File: src/rtl/fetch_pkg.sv
// Shared types for the instruction fetch front end: FSM states, the NOP word and
// the {instruction, pc} entry carried through the fetch buffer.
package fetch_pkg;

    localparam int XLEN = 32;
    localparam logic [XLEN-1:0] INST_NOP = 32'h0000_0013;

    typedef enum logic [1:0] {
        BOOT,
        RUN,
        FLUSH
    } fetch_state_t;

    typedef struct packed {
        logic [XLEN-1:0] instruction;
        logic [XLEN-1:0] pc;
    } fetch_entry_t;

endpackage

File: src/rtl/fetch_unit_inst_fifo.sv
// Small synchronous FIFO with flush; holds fetched entries or, with a narrower
// element type, the in-order PC tags of requests still waiting for memory.
module inst_fifo
    import fetch_pkg::*;
#(
    parameter type T     = fetch_entry_t,
    parameter int  DEPTH = 2
) (
    input  logic                       clk_i,
    input  logic                       reset_i,
    input  logic                       flush_i,
    input  logic                       push_i,
    input  T                           data_i,
    input  logic                       pop_i,
    output T                           head_o,
    output logic                       full_o,
    output logic                       empty_o,
    output logic [$clog2(DEPTH):0]     count_o
);

    localparam int AW = $clog2(DEPTH);

    T               mem_q [DEPTH];
    logic [AW-1:0]  wr_q;
    logic [AW-1:0]  rd_q;
    logic [AW:0]    cnt_q;
    logic           do_push;
    logic           do_pop;

    assign empty_o = (cnt_q == '0);
    assign full_o  = (cnt_q == (AW+1)'(DEPTH));
    assign do_pop  = pop_i && !empty_o;
    // A full FIFO may still take a push when the head leaves in the same cycle.
    assign do_push = push_i && (!full_o || do_pop);
    assign head_o  = mem_q[rd_q];
    assign count_o = cnt_q;

    always_ff @(posedge clk_i) begin
        if (reset_i || flush_i) begin
            wr_q  <= '0;
            rd_q  <= '0;
            cnt_q <= '0;
        end else begin
            if (do_push) wr_q <= wr_q + 1'b1;
            if (do_pop)  rd_q <= rd_q + 1'b1;
            cnt_q <= cnt_q + (AW+1)'(do_push) - (AW+1)'(do_pop);
        end
    end

    always_ff @(posedge clk_i) begin
        if (do_push && !flush_i && !reset_i) mem_q[wr_q] <= data_i;
    end

endmodule

File: src/rtl/fetch_unit.sv
// Instruction fetch front end: credit-limited in-order word requests, response
// buffering with PC tags, and redirect/reset flushing of stale in-flight work.
module fetch_unit
    import fetch_pkg::*;
#(
    parameter logic [XLEN-1:0] RESET_PC  = 32'h0000_0000,
    parameter int              BUF_DEPTH = 2
) (
    input  logic        clk,
    input  logic        reset,
    output logic        imem_req_valid,
    input  logic        imem_req_ready,
    output logic [31:0] imem_req_addr,
    input  logic        imem_rsp_valid,
    input  logic [31:0] imem_rsp_data,
    input  logic        redirect,
    input  logic [31:0] redirect_pc,
    output logic        inst_valid,
    input  logic        inst_ready,
    output logic [31:0] instruction,
    output logic [31:0] inst_pc,
    output logic [31:0] inst_pc_plus4
);

    localparam int CW = $clog2(BUF_DEPTH) + 1;

    fetch_state_t    state_q;
    logic [XLEN-1:0] fetch_pc_q;
    logic [XLEN-1:0] fetch_pc_d;
    logic [CW-1:0]   stale_q;
    logic [CW-1:0]   stale_d;
    logic [CW-1:0]   stale_flush;
    logic [CW-1:0]   inst_cnt;
    logic [CW-1:0]   tag_cnt;
    logic [CW:0]     credit_used;
    logic            inst_full;
    logic            inst_empty;
    logic            tag_full;
    logic            tag_empty;
    fetch_entry_t    inst_head;
    fetch_entry_t    inst_push_entry;
    logic [XLEN-1:0] tag_head;
    logic            req_fire;
    logic            rsp_any;
    logic            rsp_stale;
    logic            rsp_live;
    logic            inst_pop;
    logic            push_ovf;

    // Stale responses still count against the memory-side outstanding limit.
    assign credit_used    = {1'b0, inst_cnt} + {1'b0, tag_cnt} + {1'b0, stale_q};
    assign imem_req_valid = !reset && (state_q == RUN) && !redirect && !tag_full && !inst_full
                            && (credit_used < (CW+1)'(BUF_DEPTH));
    assign imem_req_addr  = fetch_pc_q;
    assign req_fire       = imem_req_valid && imem_req_ready;

    // Responses retire stale work first; only then do they match a live PC tag.
    assign rsp_any   = imem_rsp_valid && ((stale_q != '0) || (tag_cnt != '0));
    assign rsp_stale = imem_rsp_valid && (stale_q != '0);
    assign rsp_live  = imem_rsp_valid && (stale_q == '0) && !tag_empty && (state_q == RUN)
                       && !redirect && !reset;

    assign inst_valid      = (state_q == RUN) && !inst_empty;
    assign inst_pop        = inst_valid && inst_ready && !redirect && !reset;
    assign inst_push_entry = '{instruction: imem_rsp_data, pc: tag_head};

    assign instruction   = inst_valid ? inst_head.instruction : INST_NOP;
    assign inst_pc       = inst_valid ? inst_head.pc : fetch_pc_q;
    assign inst_pc_plus4 = inst_pc + 32'd4;

    assign stale_flush = stale_q + tag_cnt - CW'(rsp_any) + CW'(req_fire);

    always_comb begin
        stale_d    = stale_q - CW'(rsp_stale);
        fetch_pc_d = fetch_pc_q;
        if (reset || redirect) stale_d = stale_flush;
        if (redirect)      fetch_pc_d = redirect_pc & ~32'h3;
        else if (req_fire) fetch_pc_d = fetch_pc_q + 32'd4;
    end

    // The stale count deliberately survives reset so that responses to requests
    // issued before reset are still recognised and dropped afterwards.
    always_ff @(posedge clk) begin
        stale_q <= stale_d;
        if (reset) begin
            state_q    <= BOOT;
            fetch_pc_q <= RESET_PC;
        end else begin
            fetch_pc_q <= fetch_pc_d;
            if (redirect) begin
                state_q <= (stale_d != '0) ? FLUSH : RUN;
            end else begin
                case (state_q)
                    BOOT:    state_q <= RUN;
                    RUN:     state_q <= RUN;
                    FLUSH:   if (stale_d == '0) state_q <= RUN;
                    default: state_q <= BOOT;
                endcase
            end
        end
    end

    inst_fifo #(.T(fetch_entry_t), .DEPTH(BUF_DEPTH)) u_inst_q (
        .clk_i   (clk),
        .reset_i (reset),
        .flush_i (redirect),
        .push_i  (rsp_live),
        .data_i  (inst_push_entry),
        .pop_i   (inst_pop),
        .head_o  (inst_head),
        .full_o  (inst_full),
        .empty_o (inst_empty),
        .count_o (inst_cnt)
    );

    inst_fifo #(.T(logic [XLEN-1:0]), .DEPTH(BUF_DEPTH)) u_tag_q (
        .clk_i   (clk),
        .reset_i (reset),
        .flush_i (redirect),
        .push_i  (req_fire),
        .data_i  (fetch_pc_q),
        .pop_i   (rsp_live),
        .head_o  (tag_head),
        .full_o  (tag_full),
        .empty_o (tag_empty),
        .count_o (tag_cnt)
    );

    assign push_ovf = rsp_live && inst_full && !inst_pop;

    a_no_overflow: assert property (@(posedge clk) disable iff (reset) !push_ovf);

endmodule

File: config.mk
export PLATFORM = sky130hd
export DESIGN_NAME = fetch_unit
export DESIGN_NICKNAME = d
export VERILOG_FILES = /design/src/rtl/fetch_pkg.sv /design/src/rtl/fetch_unit_inst_fifo.sv /design/src/rtl/fetch_unit.sv
export SDC_FILE = /design/constraint.sdc
export NUM_CORES = 1
export LEC_CHECK = 0
export ABC_AREA = 1
export BUFFER_PORTS_ARGS = -buffer_cell sky130_fd_sc_hd__buf_2
export CORE_ASPECT_RATIO = 0.5
export CORE_MARGIN = 5
export CORE_UTILIZATION = 34
export CTS_CLUSTER_SIZE = 30
export DETAILED_ROUTE_END_ITERATION = 8
export MAX_ROUTING_LAYER = met4
export PLACE_DENSITY = 0.67
export REMOVE_ABC_BUFFERS = 1
export SYNTH_ARGS = -nofsm -noshare
export SYNTH_HDL_FRONTEND = slang
export SYNTH_SLANG_ARGS = --single-unit
File: constraint.sdc
create_clock -name clk -period 7.5 [get_ports clk]
set_clock_uncertainty 0.2 [all_clocks]
set_input_delay 1.5 -clock clk [delete_from_list [all_inputs] [get_ports clk]]
set_output_delay 1.5 -clock clk [all_outputs]
set_load 0.01 [all_outputs]
==> impl_metrics.yaml <==
finish:
  multiInputGateArea_mm2: 0.00454
  final_core_util: 0.413
  drive_above_1_share: 0.210
  nNetsFinal: 1602
  area_growth_pct: 18.4
  fill_cells: 3272
  final-seq-area_mm2: 0.00641
global_routing:
  grt_overflow: 0
  grt_pass1_vias: 9054
  antenna_found_initial: 2
  grtUsageTotal: 0.172
  grt_pass1_wl_um: 50600
  grt_max_degree: 86
power:
  p_sw_frac: 0.237
  clockPowerShare: 0.428
  comb_power_share: 0.088
  net-switching-power_uw: 700
  p_int_mw: 2.25
  p_seq_frac: 0.484
  worst_ir_drop_vdd_uv: 145
  power_density_mw_per_mm2: 214
  p_leak_nw: 5.80
worst_setup_path:
  required_ps: 5800
  crit_start: "u_inst_q.count_o[0]"
  worst_r2r_path_depth: 17
  end_kind: "output pin"
  crit_cells: 14
  cp.arrival_ps: 3450
  crit_type: "reg -> out"
  path_max_fanout: 47
  crit_buf_inv: 4
  rr_startpoint: "stale_q[1]"
  cp_slowest_cell: "buf_4"
  cp_top_family: "simple AND/OR/NAND/NOR gates"
  cp_cell_sequence: "inv_1 -> nand2_1 -> nand2_2 -> buf_4 -> nand2_1 -> nand2_2 -> nand2_1 -> inv_1 -> nand2_1 -> nor2_1 -> nand3_1 -> nand2_1 -> nand2_1 -> buf_2"
  crit_top_cell: "nand2_1"
  r2r-end: "state_q[0]"
  crit_path_end: "inst_pc_plus4[19]"
  r2r_slack_ps: 3400
  max_stage_delay_ps: 600
  crit_path_start_kind: "flop"
synth:
  synth_edf_count: 184
  syn_inst: 1342
  yosysSeqAreaShare: 0.550
  synth_flop_cell: "edfxtp_1"
  synth_seq_cells: 228
  syn_area_per_cell_um2: 8.68
  async_flop_share: 0
  ys_types: 40
  yosys_warnings: 0
  synthesis.area_mm2: 0.0116
status:
  status: "finished, final reports clean"
die:
  core_area_mm2: 0.0334
  die_w_um: 272
  fp.dieArea_mm2: 0.0383
  start_util: 0.349
  pin_count: 200
  rows: 47
  die_h_um: 141
drt:
  drt_iter0_drc: 663
  ant_nets: 0
  first_pass_iters: 5
  wl_met3_um: 2000
  drt-met1-wl_um: 13000
  avgRoutedWirePerCell_um: 16.8
  via_per_inst: 4.80
  drc: 0
  num_vias: 9512
  wirelength_um: 33300
  met2_length_um: 17400
  top_layer_used: "met4"
hold_path:
  hp-class: "reg -> reg"
clock_network:
  numCtsBuffers: 24
  cts.reportedPaths.clkPinSlew_ps: 60
  clkLatencyLatePin_ps: 540
  cts_setup_buffers: 0
  clockRootBuffer: "clkbuf_16"
  clk_path_buf_depth: 3
  htreeDepth: 1
  cts_tree: "done"
  cts.sinks: 228
  holdBufCountCts: 0
  cts_resized: 0
placed_design:
  place_ws_ps: 2530
  place_congestion: 0.919
  port-buffer-count: 191
  hpwlAfterDp_um: 22900
sta:
  period_needed_ps: 5150
  hold_viol: 0
  setup_viol: 0
  rsz0062_at_grt: "false"
  worstMarginPinSlew_ps: 991
  relSlewSlack: 0.339
  drv_slew: 0
  finalWorstSetupSlack_ps: 2350
  min_period_over_period: 0.687
  tns_ps: 0
  fmax_mhz: 194
job:
  max-cap-violations: 0
-- layout by cell type (no fill, tap or decap), types with 3 or more instances in the layout --
| cell type | Yosys | final |
|---|---|---|
| clkbuf_8 | 0 | 3 |
| nand2_1 | 522 | 522 |
| dfxtp_1 | 44 | 43 |
| xnor2_1 | 11 | 11 |
| clkinv_2 | 0 | 3 |
| o21ai_0 | 29 | 29 |
| nand2_2 | 19 | 19 |
| bufinv_16 | 0 | 4 |
| nand2_4 | 3 | 3 |
| clkbuf_1 | 13 | 5 |
| o21ai_1 | 4 | 4 |
| edfxtp_1 | 184 | 184 |
| a21oi_1 | 57 | 57 |
| nor2_2 | 9 | 11 |
| conb_1 | 1 | 6 |
| nor2_4 | 5 | 6 |
| ha_1 | 10 | 10 |
| nor3_1 | 12 | 11 |
| inv_2 | 4 | 4 |
| o21a_1 | 3 | 3 |
| mux2_2 | 30 | 30 |
| clkbuf_16 | 0 | 24 |
| nand4_1 | 9 | 9 |
| inv_1 | 108 | 108 |
| clkinvlp_4 | 0 | 3 |
| buf_2 | 17 | 191 |
| nor2_1 | 129 | 126 |
| xor2_1 | 20 | 20 |
| or2_2 | 5 | 5 |
| nand3_1 | 56 | 56 |
| buf_4 | 13 | 9 |
-- power groups by stage --
| stage | Sequential (mW) | Combinational [mW] | Clock (mW) |
|---|---|---|---|
| after floorplan | 1.45 | 0.157 | 0 |
| after global routing | 1.43 | 0.291 | 1.34 |
| after global placement | 1.46 | 0.255 | 0 |
| final | 1.43 | 0.259 | 1.26 |
| after CTS | 1.43 | 0.261 | 1.29 |
| after detailed placement | 1.46 | 0.261 | 0 |
-- state kept, by name (all words and copies together) (netlist names), named ones only --
name              count
imem_req_addr        30
stale_q               2
state_q               2
u_inst_q.count_o      2
u_inst_q.mem_q      124
u_inst_q.rd_q         1
u_inst_q.wr_q         1
u_tag_q.count_o       2
u_tag_q.mem_q        60
u_tag_q.rd_q          1
u_tag_q.wr_q          1
-- worst min-delay path by stage --
stage | startpoint | depth (start not counted) | slack (ps) | end
finish | u_inst_q.rd_q | 2 | 310 | u_inst_q.rd_q
global route | u_inst_q.rd_q | 2 | 330 | u_inst_q.rd_q
CTS | u_inst_q.rd_q | 2 | 310 | u_inst_q.rd_q
detailed placement | u_inst_q.rd_q | 2 | 290 | u_inst_q.rd_q
global placement | u_inst_q.rd_q | 2 | 290 | u_inst_q.rd_q
floorplan | u_tag_q.wr_q | 2 | 260 | u_tag_q.wr_q
-- synthesized netlist by cell type, types with 11 or more instances --
library cell	instances	area (um2)
nand2_1	522	1960
edfxtp_1	184	5530
nor2_1	129	484
inv_1	108	405
a21oi_1	57	285
nand3_1	56	280
dfxtp_1	44	881
mux2_2	30	338
o21ai_0	29	145
xor2_1	20	175
nand2_2	19	119
buf_2	17	85.1
buf_4	13	97.6
clkbuf_1	13	48.8
nor3_1	12	60.1
xnor2_1	11	96.3
-- worst register-to-register path: stages (launching register included) --
cell     delay (ps)
dfxtp_1         420
inv_1            90
fa_1            540
inv_1            40
ha_1            200
nand2_1          60
o21ai_0          70
nor2_1          190
nand3_2         570
ha_1            550
fa_1            390
xnor2_1         190
xnor2_1         130
nand2_1          80
nand3_1          80
nand2_1          70
nand2_1          60
nor2_1           40
-- through the flow --
| stage | cells | cell area, um2 | total power, mW | hold WS [ps] |
|---|---|---|---|---|
| 2_1_floorplan | 1294 | 11300 | 1.60 | 261 |
| 3_3_place_gp | 1935 | 12900 | 1.71 | 286 |
| 3_5_place_dp | 1935 | 12900 | 1.72 | 292 |
| 4_1_cts | 1979 | 13800 | 2.98 | 310 |
| 5_1_grt | 1980 | 13800 | 3.07 | 329 |
| 6_report | 1980 | 13800 | 2.95 | 307 |
-- kinds of logic after synthesis --
family | Yosys count | synth area share
xor gates and xnor gates | 31 | 0.0233
buffers and inverters | 166 | 0.0634
AOI/OAI and AO/OA | 100 | 0.0455
DFF | 228 | 0.550
adders and majority gates | 12 | 0.0142
other | 1 | 0.000322
muxes | 30 | 0.0290
and+or+nand+nor | 774 | 0.274
-- routing by layer --
| metal | up-vias | GRT usage |
|---|---|---|
| met5 | - | - |
| met3 | 63 | 0.0372 |
| met4 | 0 | 0.0530 |
| met1 | 4508 | 0.196 |
| li1 | 4676 | - |
| met2 | 265 | 0.306 |
-- layout make-up --
type,count,share of cell area
Antenna cell,1,0.000181
Clock buffer,32,0.0479
Clock inverter,12,0.0132
Inverter,113,0.0308
Multi-Input combinational cell,953,0.329
Sequential cell,228,0.465
Tap cell,441,0.0400
Timing Repair Buffer,200,0.0742
Note: power is estimated with default switching activity, not from simulation.
